File: config.mk
export PLATFORM = sky130hd
export DESIGN_NAME = mem_lsu_flat
export DESIGN_NICKNAME = d
export VERILOG_FILES = /design/src/rtl/mem_lsu_if.sv /design/src/rtl/mem_lsu.sv /design/src/flat_wrapper.sv
export SDC_FILE = /design/constraint.sdc
export NUM_CORES = 1
export LEC_CHECK = 0
export CORE_AREA = 2 2 112 125
export DETAILED_ROUTE_END_ITERATION = 8
export DIE_AREA = 0 0 114 127
export PLACE_DENSITY = 0.83
export RECOVER_POWER = 50
export SLEW_MARGIN = 40
export SYNTH_ARGS = -nofsm -noshare
export SYNTH_HDL_FRONTEND = slang
export SYNTH_SLANG_ARGS = --single-unit
File: constraint.sdc
create_clock -name clk -period 5.1 [get_ports clk]
set_clock_uncertainty 0.15 [all_clocks]
set_input_delay 0.765 -clock clk [delete_from_list [all_inputs] [get_ports clk]]
set_output_delay 0.765 -clock clk [all_outputs]
set_load 0.01 [all_outputs]
File: src/rtl/mem_lsu_if.sv
// Request/acknowledge data bus between the memory-access stage and the data memory.
// rdata is valid in the same cycle ack is high.
interface mem_lsu_if;
    logic        req;
    logic        we;
    logic [31:0] addr;
    logic [3:0]  sel;
    logic [31:0] wdata;
    logic        ack;
    logic [31:0] rdata;

    modport master (output req, we, addr, sel, wdata, input ack, rdata);
    modport slave  (input req, we, addr, sel, wdata, output ack, rdata);
endinterface

File: src/rtl/mem_lsu.sv
// Memory-access stage: issues loads/stores on the req/ack bus, steers store lanes, formats load
// data, and holds the pipeline through stall_req_o while an access is outstanding.
module mem_lsu #(
    parameter int TIMEOUT_CYC = 255
) (
    input  logic        clk,
    input  logic        rst_n,
    input  logic [4:0]  wd_i,
    input  logic        wreg_i,
    input  logic [31:0] wdata_i,
    input  logic [7:0]  aluop_i,
    input  logic [31:0] mem_addr_i,
    input  logic [31:0] reg2_i,
    output logic [4:0]  wd_o,
    output logic        wreg_o,
    output logic [31:0] wdata_o,
    output logic        stall_req_o,
    output logic        misalign_o,
    output logic        bus_err_o,
    mem_lsu_if.master   bus
);
    localparam logic [7:0] EXE_LB  = 8'b1110_0000;
    localparam logic [7:0] EXE_LH  = 8'b1110_0001;
    localparam logic [7:0] EXE_LW  = 8'b1110_0011;
    localparam logic [7:0] EXE_LBU = 8'b1110_0100;
    localparam logic [7:0] EXE_LHU = 8'b1110_0101;
    localparam logic [7:0] EXE_SB  = 8'b1110_1000;
    localparam logic [7:0] EXE_SH  = 8'b1110_1001;
    localparam logic [7:0] EXE_SW  = 8'b1110_1011;

    typedef enum logic [1:0] {IDLE, REQ, DONE} state_t;

    state_t      state, state_n;
    logic [7:0]  cnt;
    logic        err;
    logic [31:0] load_buf;
    logic        req_q, we_q;
    logic [31:0] addr_q, wdata_q;
    logic [3:0]  sel_q;

    logic        is_load, is_store, misaligned;
    logic [3:0]  sel_n;
    logic [31:0] wdata_n, load_fmt;
    logic [7:0]  byte_sel;
    logic [15:0] half_sel;

    always_comb begin
        is_load    = 1'b0;
        is_store   = 1'b0;
        misaligned = 1'b0;
        sel_n      = 4'b1111;
        wdata_n    = 32'h0;
        case (aluop_i)
            EXE_LB, EXE_LBU: is_load = 1'b1;
            EXE_LH, EXE_LHU: begin
                is_load    = 1'b1;
                misaligned = mem_addr_i[0];
            end
            EXE_LW: begin
                is_load    = 1'b1;
                misaligned = |mem_addr_i[1:0];
            end
            EXE_SB: begin
                is_store = 1'b1;
                sel_n    = 4'b0001 << mem_addr_i[1:0];
                wdata_n  = {4{reg2_i[7:0]}};
            end
            EXE_SH: begin
                is_store   = 1'b1;
                misaligned = mem_addr_i[0];
                sel_n      = mem_addr_i[1] ? 4'b1100 : 4'b0011;
                wdata_n    = {2{reg2_i[15:0]}};
            end
            EXE_SW: begin
                is_store   = 1'b1;
                misaligned = |mem_addr_i[1:0];
                wdata_n    = reg2_i;
            end
            default: ;
        endcase
    end

    // The instruction is held on the inputs until DONE, so its address still selects the lane.
    always_comb begin
        byte_sel = load_buf[{mem_addr_i[1:0], 3'b000} +: 8];
        half_sel = load_buf[{mem_addr_i[1], 4'b0000} +: 16];
        case (aluop_i)
            EXE_LB:  load_fmt = {{24{byte_sel[7]}}, byte_sel};
            EXE_LBU: load_fmt = {24'h0, byte_sel};
            EXE_LH:  load_fmt = {{16{half_sel[15]}}, half_sel};
            EXE_LHU: load_fmt = {16'h0, half_sel};
            default: load_fmt = load_buf;
        endcase
    end

    always_ff @(posedge clk or negedge rst_n) begin
        if (!rst_n) state <= IDLE;
        else        state <= state_n;
    end

    always_comb begin
        state_n     = state;
        wd_o        = wd_i;
        wreg_o      = wreg_i;
        wdata_o     = wdata_i;
        stall_req_o = 1'b0;
        misalign_o  = 1'b0;
        bus_err_o   = 1'b0;
        case (state)
            IDLE: begin
                if ((is_load || is_store) && misaligned) begin
                    misalign_o = 1'b1;
                    wreg_o     = 1'b0;
                end else if (is_load || is_store) begin
                    stall_req_o = 1'b1;
                    state_n     = REQ;
                end
            end
            REQ: begin
                stall_req_o = 1'b1;
                if (bus.ack || cnt == 8'(TIMEOUT_CYC - 1)) state_n = DONE;
            end
            DONE: begin
                state_n = IDLE;
                if (err) begin
                    bus_err_o = 1'b1;
                    wreg_o    = 1'b0;
                end else if (is_store) begin
                    wreg_o = 1'b0;
                end else begin
                    wdata_o = load_fmt;
                end
            end
            default: state_n = IDLE;
        endcase
        // Pass-through paths are combinational, so reset has to mask them explicitly.
        if (!rst_n) begin
            wd_o        = 5'h0;
            wreg_o      = 1'b0;
            wdata_o     = 32'h0;
            stall_req_o = 1'b0;
            misalign_o  = 1'b0;
            bus_err_o   = 1'b0;
        end
    end

    always_ff @(posedge clk or negedge rst_n) begin
        if (!rst_n) begin
            cnt      <= 8'h0;
            err      <= 1'b0;
            load_buf <= 32'h0;
            req_q    <= 1'b0;
            we_q     <= 1'b0;
            addr_q   <= 32'h0;
            sel_q    <= 4'h0;
            wdata_q  <= 32'h0;
        end else begin
            case (state)
                IDLE: begin
                    if ((is_load || is_store) && !misaligned) begin
                        req_q   <= 1'b1;
                        we_q    <= is_store;
                        addr_q  <= {mem_addr_i[31:2], 2'b00};
                        sel_q   <= sel_n;
                        wdata_q <= wdata_n;
                        cnt     <= 8'h0;
                        err     <= 1'b0;
                    end
                end
                REQ: begin
                    if (bus.ack) begin
                        load_buf <= bus.rdata;
                        req_q    <= 1'b0;
                    end else if (cnt == 8'(TIMEOUT_CYC - 1)) begin
                        req_q <= 1'b0;
                        err   <= 1'b1;
                    end else begin
                        cnt <= cnt + 8'd1;
                    end
                end
                DONE: begin
                    cnt <= 8'h0;
                    err <= 1'b0;
                end
                default: ;
            endcase
        end
    end

    assign bus.req   = req_q;
    assign bus.we    = we_q;
    assign bus.addr  = addr_q;
    assign bus.sel   = sel_q;
    assign bus.wdata = wdata_q;
endmodule
File: src/flat_wrapper.sv
// flat-port wrapper written by rule: the top's interface ports become plain ports
module mem_lsu_flat 
#(
    parameter int TIMEOUT_CYC = 255
)
  (clk, rst_n, wd_i, wreg_i, wdata_i, aluop_i, mem_addr_i, reg2_i, wd_o, wreg_o, wdata_o, stall_req_o, misalign_o, bus_err_o, bus_req, bus_we, bus_addr, bus_sel, bus_wdata, bus_ack, bus_rdata);
  mem_lsu_if bus_i ();
  input  logic clk;
  input  logic rst_n;
  input  logic [4:0] wd_i;
  input  logic wreg_i;
  input  logic [31:0] wdata_i;
  input  logic [7:0] aluop_i;
  input  logic [31:0] mem_addr_i;
  input  logic [31:0] reg2_i;
  output logic [4:0] wd_o;
  output logic wreg_o;
  output logic [31:0] wdata_o;
  output logic stall_req_o;
  output logic misalign_o;
  output logic bus_err_o;
  output wire logic [$bits(bus_i.req)-1:0] bus_req;
  output wire logic [$bits(bus_i.we)-1:0] bus_we;
  output wire logic [$bits(bus_i.addr)-1:0] bus_addr;
  output wire logic [$bits(bus_i.sel)-1:0] bus_sel;
  output wire logic [$bits(bus_i.wdata)-1:0] bus_wdata;
  input wire logic [$bits(bus_i.ack)-1:0] bus_ack;
  input wire logic [$bits(bus_i.rdata)-1:0] bus_rdata;
  assign bus_req = bus_i.req;
  assign bus_we = bus_i.we;
  assign bus_addr = bus_i.addr;
  assign bus_sel = bus_i.sel;
  assign bus_wdata = bus_i.wdata;
  assign bus_i.ack = bus_ack;
  assign bus_i.rdata = bus_rdata;
  mem_lsu #(.TIMEOUT_CYC(TIMEOUT_CYC)) u_core (.clk(clk), .rst_n(rst_n), .wd_i(wd_i), .wreg_i(wreg_i), .wdata_i(wdata_i), .aluop_i(aluop_i), .mem_addr_i(mem_addr_i), .reg2_i(reg2_i), .wd_o(wd_o), .wreg_o(wreg_o), .wdata_o(wdata_o), .stall_req_o(stall_req_o), .misalign_o(misalign_o), .bus_err_o(bus_err_o), .bus(bus_i));
endmodule
### Word level (Yosys, flattened, before mapping)

Index checks and enable logic that the tools add are counted.

* mux-type cells: 43
* reduce and logical (&&, ||, !) cells: 19
* $add $sub $neg: 1
* equality and inequality tests: 19
* shift operators: 3

Operators by type and width (count)
* 2-to-1 mux 32 bit: 4
* case mux 32 bit (4 select lines): 1
* case mux 32 bit (3 select lines): 1
* equality test 8 bit, second input constant: 9
* indexed part select 32 x 6 -> 16 bit: 1
* indexed part select 32 x 6 -> 8 bit: 1
* 2-to-1 mux 8 bit: 3
* case mux 8 bit (3 select lines): 1
* 2-to-1 mux 1 bit: 21
* adder 8 x 1 -> 8 bit, second input constant: 1
* inequality test 2 x 1 -> 1 bit, second input constant: 4
* case mux 1 bit (2 select lines): 4
* case mux 4 bit (2 select lines): 1
* AND reduction 4 bit: 2
* 2-to-1 mux 2 bit: 3
* inequality test 2 bit, second input constant: 3
* AND reduction 3 bit: 2
* OR reduction 3 bit: 2
* 2-to-1 mux 5 bit: 1
* OR reduction 5 bit: 1
* 2-to-1 mux 4 bit: 1
* case mux 2 bit (2 select lines): 1
* AND reduction 2 bit: 2
* OR reduction 2 bit: 2
* 11 further kinds: 13

* output and inout bits: 111
* register bits after elaboration: 111

### Longest topological paths before layout

Gate-level depths: netlist (run 1).

* depth after elaboration: 8
* gate-level depth with buffers: 8
* mapped depth without buffers: 7

### Worst setup path after synthesis (run 1)

No wires, ideal clock.

* kind: input to output
* start: input aluop_i[1]
* end: output wdata_o[14]
* path slack: 1.895 ns
* data arrival time: 2.290 ns
* data required time: 4.185 ns
* stages on the path: 7
* cells stage by stage: buf_2 -> nor2b_1 -> nor3_1 -> or3_1 -> buf_2 -> a211o_1 -> a21boi_0

* longest elaborated chain between the ends: 7
* elaborated cells between the ends (all ways): 14

Ends and longest elaborated chain
* start: declaration: line flat_wrapper.sv:13 `input logic [7:0] aluop_i;`
* equality test 8 bit: line mem_lsu.sv:53 `case (aluop_i)`
* OR reduction 3 bit (no source line)
* 2-to-1 mux 1 bit: line mem_lsu.sv:53
* 2-to-1 mux 32 bit *: line mem_lsu.sv:128 `end else if (is_store) begin`
* 2-to-1 mux 32 bit *: line mem_lsu.sv:125 `if (err) begin`
* 2-to-1 mux 32 bit *: line mem_lsu.sv:109 `case (state)`
* 2-to-1 mux 32 bit *: line mem_lsu.sv:137 `if (!rst_n) begin`
* end: declaration: line flat_wrapper.sv:18 `output logic [31:0] wdata_o;`

Every way passes the cells marked *; elsewhere a longest branch is shown, timed or not.

### Worst setup path in the final report (run 1)

* start: input aluop_i[2]
* end: output wdata_o[27]

Same word-level chain as after synthesis.

==> results of run 1 <==
==> worst max-delay path: cells and delay by family <==
kind,cells,cell delay (ns)
compound gates,1,0.18
buf+inv,3,1.47
simple gates,4,1.11
==> cells by family after synthesis <==
logic type                 after synthesis  synth area share (%)
AOI/OAI and AO/OA                      152                 17.67
adders and majority gates                2                0.4202
buffers and inverters                   59                 4.287
DFF                                    111                 46.65
muxes                                   57                 11.89
other                                    1               0.06298
and+or+nand+nor                        264                 19.02
==> power groups by stage <==
stage | Sequential, W | Combinational [W] | Clock, W
3_5_place_dp | 0.00123 | 0.000772 | 0
5_1_grt | 0.00125 | 0.000827 | 0.000793
6_report | 0.00122 | 0.000760 | 0.000743
2_1_floorplan | 0.00123 | 0.000314 | 0
4_1_cts | 0.00122 | 0.000778 | 0.000754
3_3_place_gp | 0.00123 | 0.000760 | 0
==> final cells by class <==
class,count,area share [%]
clock buffer,9,2.525
clock inverter,7,0.9680
inverter,9,0.3788
multi-input combinational,477,33.09
sequential,111,31.14
tap,161,2.259
timing repair buffer,267,29.63
==> how the worst min path moves through the flow <==
| stage | startpoint | endpoint | slack [ns] | cells after the start |
|---|---|---|---|---|
| 5_1_grt | u_core.bus.wdata[0]$_DFFE_PN0P_ | u_core.bus.wdata[0]$_DFFE_PN0P_ | 0.35 | 2 |
| 4_1_cts | u_core.bus.wdata[7]$_DFFE_PN0P_ | u_core.bus.wdata[7]$_DFFE_PN0P_ | 0.32 | 2 |
| 3_5_place_dp | u_core.bus.wdata[2]$_DFFE_PN0P_ | u_core.bus.wdata[2]$_DFFE_PN0P_ | 0.31 | 2 |
| 6_report | rst_n | u_core.load_buf[3]$_DFFE_PN0P_ | 0.32 | 1 |
| 2_1_floorplan | rst_n | u_core.bus.addr[10]$_DFFE_PN0P_ | 0.32 | 0 |
| 3_3_place_gp | u_core.bus.wdata[7]$_DFFE_PN0P_ | u_core.bus.wdata[7]$_DFFE_PN0P_ | 0.30 | 2 |
==> cell usage in the layout, fill, tap and decap left out, drive strengths merged, types with 10 or more instances in the layout <==
cell type | Yosys | routed
inv | 9 | 13
mux2 | 40 | 40
clkdlybuf4s50 | 0 | 229
nand3 | 12 | 12
o31ai | 16 | 16
o211ai | 21 | 21
clkbuf | 30 | 13
dlygate4sd3 | 0 | 23
nand2 | 172 | 172
mux2i | 10 | 10
a21boi | 24 | 24
a21oi | 29 | 29
o21ai | 18 | 18
dfrtp | 111 | 111
buf | 20 | 11
nor2 | 40 | 40
==> routing by layer <==
layer  global-route usage [%]  vias up  wire (um)
met4                    11.19        0        699
met2                    42.79      246       9133
met1                    35.53     2761       7954
li1                         -     2710          -
met5                        0        -          0
met3                    5.076       40       1359
==> through the flow <==
stage,hold slack (ns),worst slack (ns),power (W),utilization (%),std cells
after floorplan,0.3194,1.895,0.001544,-,647
after global placement,0.2986,0.6939,0.001987,65.74,1025
after detailed placement,0.3054,0.6561,0.002003,65.74,1025
after CTS,0.3226,0.6544,0.002748,68.12,1041
after global routing,0.3453,0.4284,0.002867,68.07,1041
final,0.3153,0.6468,0.002723,68.07,1041
==> flip-flops by register name, indices dropped and copies added, names as in the netlist <==
register,flops
u_core.bus.wdata,32
u_core.bus.req,1
u_core.bus.we,1
u_core.load_buf,32
u_core.bus.sel,4
u_core.err,1
u_core.state,2
u_core.bus.addr,30
u_core.cnt,8
==> impl_metrics.toml, run 1 <==
[power]
p_sw_w = 0.0008052
leakagePower_nw = 3.870
powerDensity_nw_per_um2 = 305.3
p_seq_share_pct = 44.8
power_report.internal_total_w = 0.001918
clk_network_pwr_share_pct = 27.3
combinational_share_of_power_pct = 27.9
switching_share_pct = 29.57
vdd_ir_drop_max_uv = 208.1

[synth]
synthDominantCellAreaShare_pct = 46.65
number_of_warning_messages_in_the_yosys_log = 0
synthDominantAreaCellType = "sky130_fd_sc_hd__dfrtp_1"
ys_top_cells_by_area = "sky130_fd_sc_hd__dfrtp_1 (47%), sky130_fd_sc_hd__nand2_1 (11%), sky130_fd_sc_hd__mux2_2 (7.6%)"
synthesized_netlist_cell_count = 646
seq_total_area_yosys_pct = 46.65
synth-edff-count = 0
mappedNetlistArea_sq_um = 5954
syn_area_cell_sq_um = 9.217
ys_types = 50
synthTopCellsByCount = "sky130_fd_sc_hd__nand2_1 (172), sky130_fd_sc_hd__dfrtp_1 (111), sky130_fd_sc_hd__mux2_2 (40), sky130_fd_sc_hd__nor2_1 (40), sky130_fd_sc_hd__clkbuf_1 (30)"
ys_ff_latch = 111
synth.most_common_cell = "sky130_fd_sc_hd__nand2_1"
synth_flop_cell = "sky130_fd_sc_hd__dfrtp_1"
ys_async_sr_fraction_pct = 100.0

[cells_and_area]
area_growth_from_synthesis_to_layout_pct = 49.78
stdcell_area_sq_um = 8919
post_route_cells_drive_above_1_share_pct = 9.432
sequential_cell_area_sq_um = 2778
fillers = 1023
insertedDiodeCount = 0
nNetsFinal = 1022
area_used_by_multi_input_combinational_logic_sq_um = 2952

[detailed_routing]
detail-route-antenna-nets = 0
drt_drc_violations_left = 0
route.detailed.vias_per_inst = 5.530
routed_wl_um = 19150
first_pass_iters = 5
post_drt_wl_per_cell_um = 18.39
drt_iter0_markers = 453
routed-via-count = 5757

[critical_path]
critPathLaunchType = "input port"
cp_launch_point = "aluop_i[2]"
regToRegEndpoint = "u_core.load_buf[7]$_DFFE_PN0P_"
cp_slowest_stage_delay_ns = 0.59
reg2reg_depth = 4
r2r-start = "u_core.state[0]$_DFFE_PN0P_"
crit_path_top_delay_cell = "sky130_fd_sc_hd__or3_1"
worst-endpoint-arrival_ns = 3.54
worst-endpoint-required_ns = 4.18
cpMostUsedCell = "sky130_fd_sc_hd__clkdlybuf4s50_1"
rrSetupSlack_ns = 2.22
critical_path.endpoint_type = "output pin"
critical_path.cell_chain = "clkdlybuf4s50_1 -> nand2b_1 -> nor3_1 -> or3_1 -> buf_4 -> nand2_1 -> a21boi_0 -> clkdlybuf4s50_1"
crit_type = "in -> out"
worstSetupEndpoint = "wdata_o[27]"
critical_path.max_fanout = 21

[global_route]
via_count_of_the_first_global_routing_pass = 5603
global_route.overflow_total = 0
grt_util_all_layers_pct = 26.65
grt_first_pass_wirelength_um = 30280
pin_count_of_the_biggest_net_entering_global_routing = 103
antenna_found_initial = 0

[cts]
cts-hold-fix-buffers = 0
max-clock-path-buffers = 2
cts.root.buffer_cell = "sky130_fd_sc_hd__clkbuf_16"
post_cts_resized = 0
clkTransAtPathRegs_ns = 0.08
number_of_post_cts_setup_repair_buffers = 0
cts_max_level = 3
numCtsBuffers = 9
cts_tree = "built"
worst_skew_pair.late_latency_ns = 0.34
tritoncts_num_sinks = 111

[sta]
max_slew_margin_pct = -36.73
setup_viol = 0
worstMarginPinSlew_ns = 2.051
clock.fmax_mhz = 224.6
slew_violations = 70
rsz0062_at_grt = "no"
final.setup.tns_ns = 0
post-route-period-util_pct = 87.32
hold_violation_count_in_the_final_report = 0
finalCriticalPeriod_ns = 4.453

[min_path]
min_path_type = "in -> async"

[floorplanning]
die_x_um = 114
start_util_pct = 45.44
placement_rows = 44
fp.coreArea_sq_um = 13100
io_pins = 256
die-height_um = 127
die-area_sq_um = 14480

[status]
outcome = "complete, but fails checks"
violations_in_the_final_reports = "capacitance limit, slew limit"

[placed_design]
numPortBuffers = 253
hpwl_um = 13840
post_dp_cell_area_sq_um = 8613
final_gp_congestion = 0.8616

[run]
max_cap_violation_count = 2
Note: power is estimated with default switching activity, not from simulation.
==> run 2, diff against run 1 <==
--- a/config.mk
+++ b/config.mk
@@ -10,6 +10,7 @@
 export DIE_AREA = 0 0 114 127
 export PLACE_DENSITY = 0.83
 export RECOVER_POWER = 50
+export REMOVE_ABC_BUFFERS = 1
 export SLEW_MARGIN = 40
 export SYNTH_ARGS = -nofsm -noshare
 export SYNTH_HDL_FRONTEND = slang
==> run 2 against run 1 <==
The run still ends with capacitance limit, slew limit left; sequential power barely moved; maximum frequency is 0.80% lower; utilization grew 0.14 points; worst hold slack got worse by 0.073 ns; combinational power up 0.5%; critical path type unchanged; critical endpoint is now wdata_o[21]; largest power group unchanged.
==> impl_metrics.toml, run 2 (synthesized netlist as in run 1, its figures left out) <==
[cells_and_area]
nNetsFinal = 1025
sequential_cell_area_sq_um = 2778
fillers = 1059
insertedDiodeCount = 0
stdcell_area_sq_um = 8937
filler_free_cell_count_of_the_finished_design = 1044
area_used_by_multi_input_combinational_logic_sq_um = 2952
layout.cells.most_common = "sky130_fd_sc_hd__clkdlybuf4s50_1"
commonest_cells_after_routing_fill_and_taps_aside = "sky130_fd_sc_hd__clkdlybuf4s50_1 (230), sky130_fd_sc_hd__nand2_1 (172), sky130_fd_sc_hd__dfrtp_1 (111), sky130_fd_sc_hd__mux2_2 (40), sky130_fd_sc_hd__nor2_1 (39)"
area_growth_from_synthesis_to_layout_pct = 50.09
post_route_cells_drive_above_1_share_pct = 9.966

[floorplanning]
fp.coreArea_sq_um = 13100
io_pins = 256
die-area_sq_um = 14480
die-height_um = 127
start_util_pct = 45.44
placement_rows = 44
die_x_um = 114

[power]
powerDensity_nw_per_um2 = 304.6
leakagePower_nw = 3.887
vdd_ir_drop_max_uv = 170.8

[global_route]
pin_count_of_the_biggest_net_entering_global_routing = 90
antenna_found_initial = 0
grt_first_pass_wirelength_um = 29740
global_route.overflow_total = 0
grt_util_all_layers_pct = 26.12
via_count_of_the_first_global_routing_pass = 5644

[critical_path]
cp_slowest_stage_delay_ns = 0.61
worst-endpoint-arrival_ns = 3.57
critical_path.max_fanout = 16
crit_path_top_delay_cell = "sky130_fd_sc_hd__clkdlybuf4s50_1"
rrSetupSlack_ns = 2.23
critical_path.cell_chain = "clkdlybuf4s50_1 -> nor2b_1 -> o311a_1 -> buf_4 -> o211ai_1 -> a21boi_0 -> clkdlybuf4s50_1"
critical_path.endpoint_type = "output pin"
r2r-start = "u_core.state[0]$_DFFE_PN0P_"
cpMostUsedCell = "sky130_fd_sc_hd__clkdlybuf4s50_1"
crit_type = "in -> out"
total_buffers_and_inverters_traversed_by_the_critical_path = 3
worst-endpoint-required_ns = 4.18
critical-path-top-delay-family = "buffers and inverters"
regToRegEndpoint = "u_core.load_buf[0]$_DFFE_PN0P_"
critPathLaunchType = "input port"
reg2reg_depth = 4

[cts]
worst_skew_pair.late_latency_ns = 0.35
max-clock-path-buffers = 2
cts_tree = "built"
cts-hold-fix-buffers = 0
post_cts_resized = 0
cts.root.buffer_cell = "sky130_fd_sc_hd__clkbuf_16"
tritoncts_num_sinks = 111
number_of_post_cts_setup_repair_buffers = 0
numCtsBuffers = 9
clkTransAtPathRegs_ns = 0.07
cts_max_level = 3

[sta]
hold_violation_count_in_the_final_report = 0
finalCriticalPeriod_ns = 4.489
final.setup.tns_ns = 0
max_slew_margin_pct = -94.02
rsz0062_at_grt = "no"
post-route-period-util_pct = 88.02
worstMarginPinSlew_ns = 2.910
clock.fmax_mhz = 222.8
slew_violations = 98
setup_viol = 0

[placed_design]
post_dp_cell_area_sq_um = 8623
hpwl_um = 13870
numPortBuffers = 253
placed_cells_incl_taps = 1028
final_gp_congestion = 0.8615

[detailed_routing]
first_pass_iters = 4
routed-via-count = 5706
post_drt_wl_per_cell_um = 18.16
drt_iter0_markers = 416
routed_wl_um = 18960
detail-route-antenna-nets = 0
route.detailed.vias_per_inst = 5.466
drt_drc_violations_left = 0

[status]
outcome = "complete, but fails checks"
violations_in_the_final_reports = "capacitance limit, slew limit"

[run]
max_cap_violation_count = 2

[min_path]
min_path_type = "in -> async"
-- run 2: worst max-delay path by stage --
stage	cells past startpoint	endpoint	startpoint	slack (ns)
floorplan	5	u_core.bus.sel[0]$_DFFE_PN0P_	aluop_i[4]	0.99
global placement	7	wdata_o[14]	aluop_i[0]	0.64
detailed placement	7	wdata_o[14]	aluop_i[0]	0.61
CTS	7	wdata_o[14]	aluop_i[0]	0.58
global route	2	u_core.cnt[3]$_DFFE_PN0P_	rst_n	0.38
finish	7	wdata_o[21]	aluop_i[0]	0.61
-- run 2: final cells by class --
type | instances | area share, %
multi-input combinational | 477 | 33.03
sequential | 111 | 31.08
tap | 161 | 2.254
timing repair buffer | 270 | 29.76
clock inverter | 7 | 0.9800
inverter | 9 | 0.3780
clock buffer | 9 | 2.520
-- run 2: metrics by stage --
| stage | hold slack, ns | utilization, % | setup slack [ns] | total power (W) |
|---|---|---|---|---|
| after CTS | 0.2939 | 68.20 | 0.5845 | 0.002751 |
| final | 0.2422 | 68.21 | 0.6111 | 0.002722 |
| after global routing | 0.3275 | 68.21 | 0.3821 | 0.002864 |
| after detailed placement | 0.3047 | 65.81 | 0.6113 | 0.002010 |
| after floorplan | 0.3194 | - | 0.9913 | 0.001530 |
| after global placement | 0.2983 | 65.81 | 0.6351 | 0.001979 |
-- run 2: layer usage --
metal / share of wire, % / global-route usage [%]
met1: 40 / 31.37
met2: 49 / 45.80
met3: 9.1 / 8.065
met4: 1.5 / 6.313
met5: 0 / 0
-- run 2: where the power goes --
part	switching (W)	internal, W
registers	0.000147	0.00107
clock network	0.000350	0.000394
logic	0.000305	0.000459
total	0.000802	0.00192
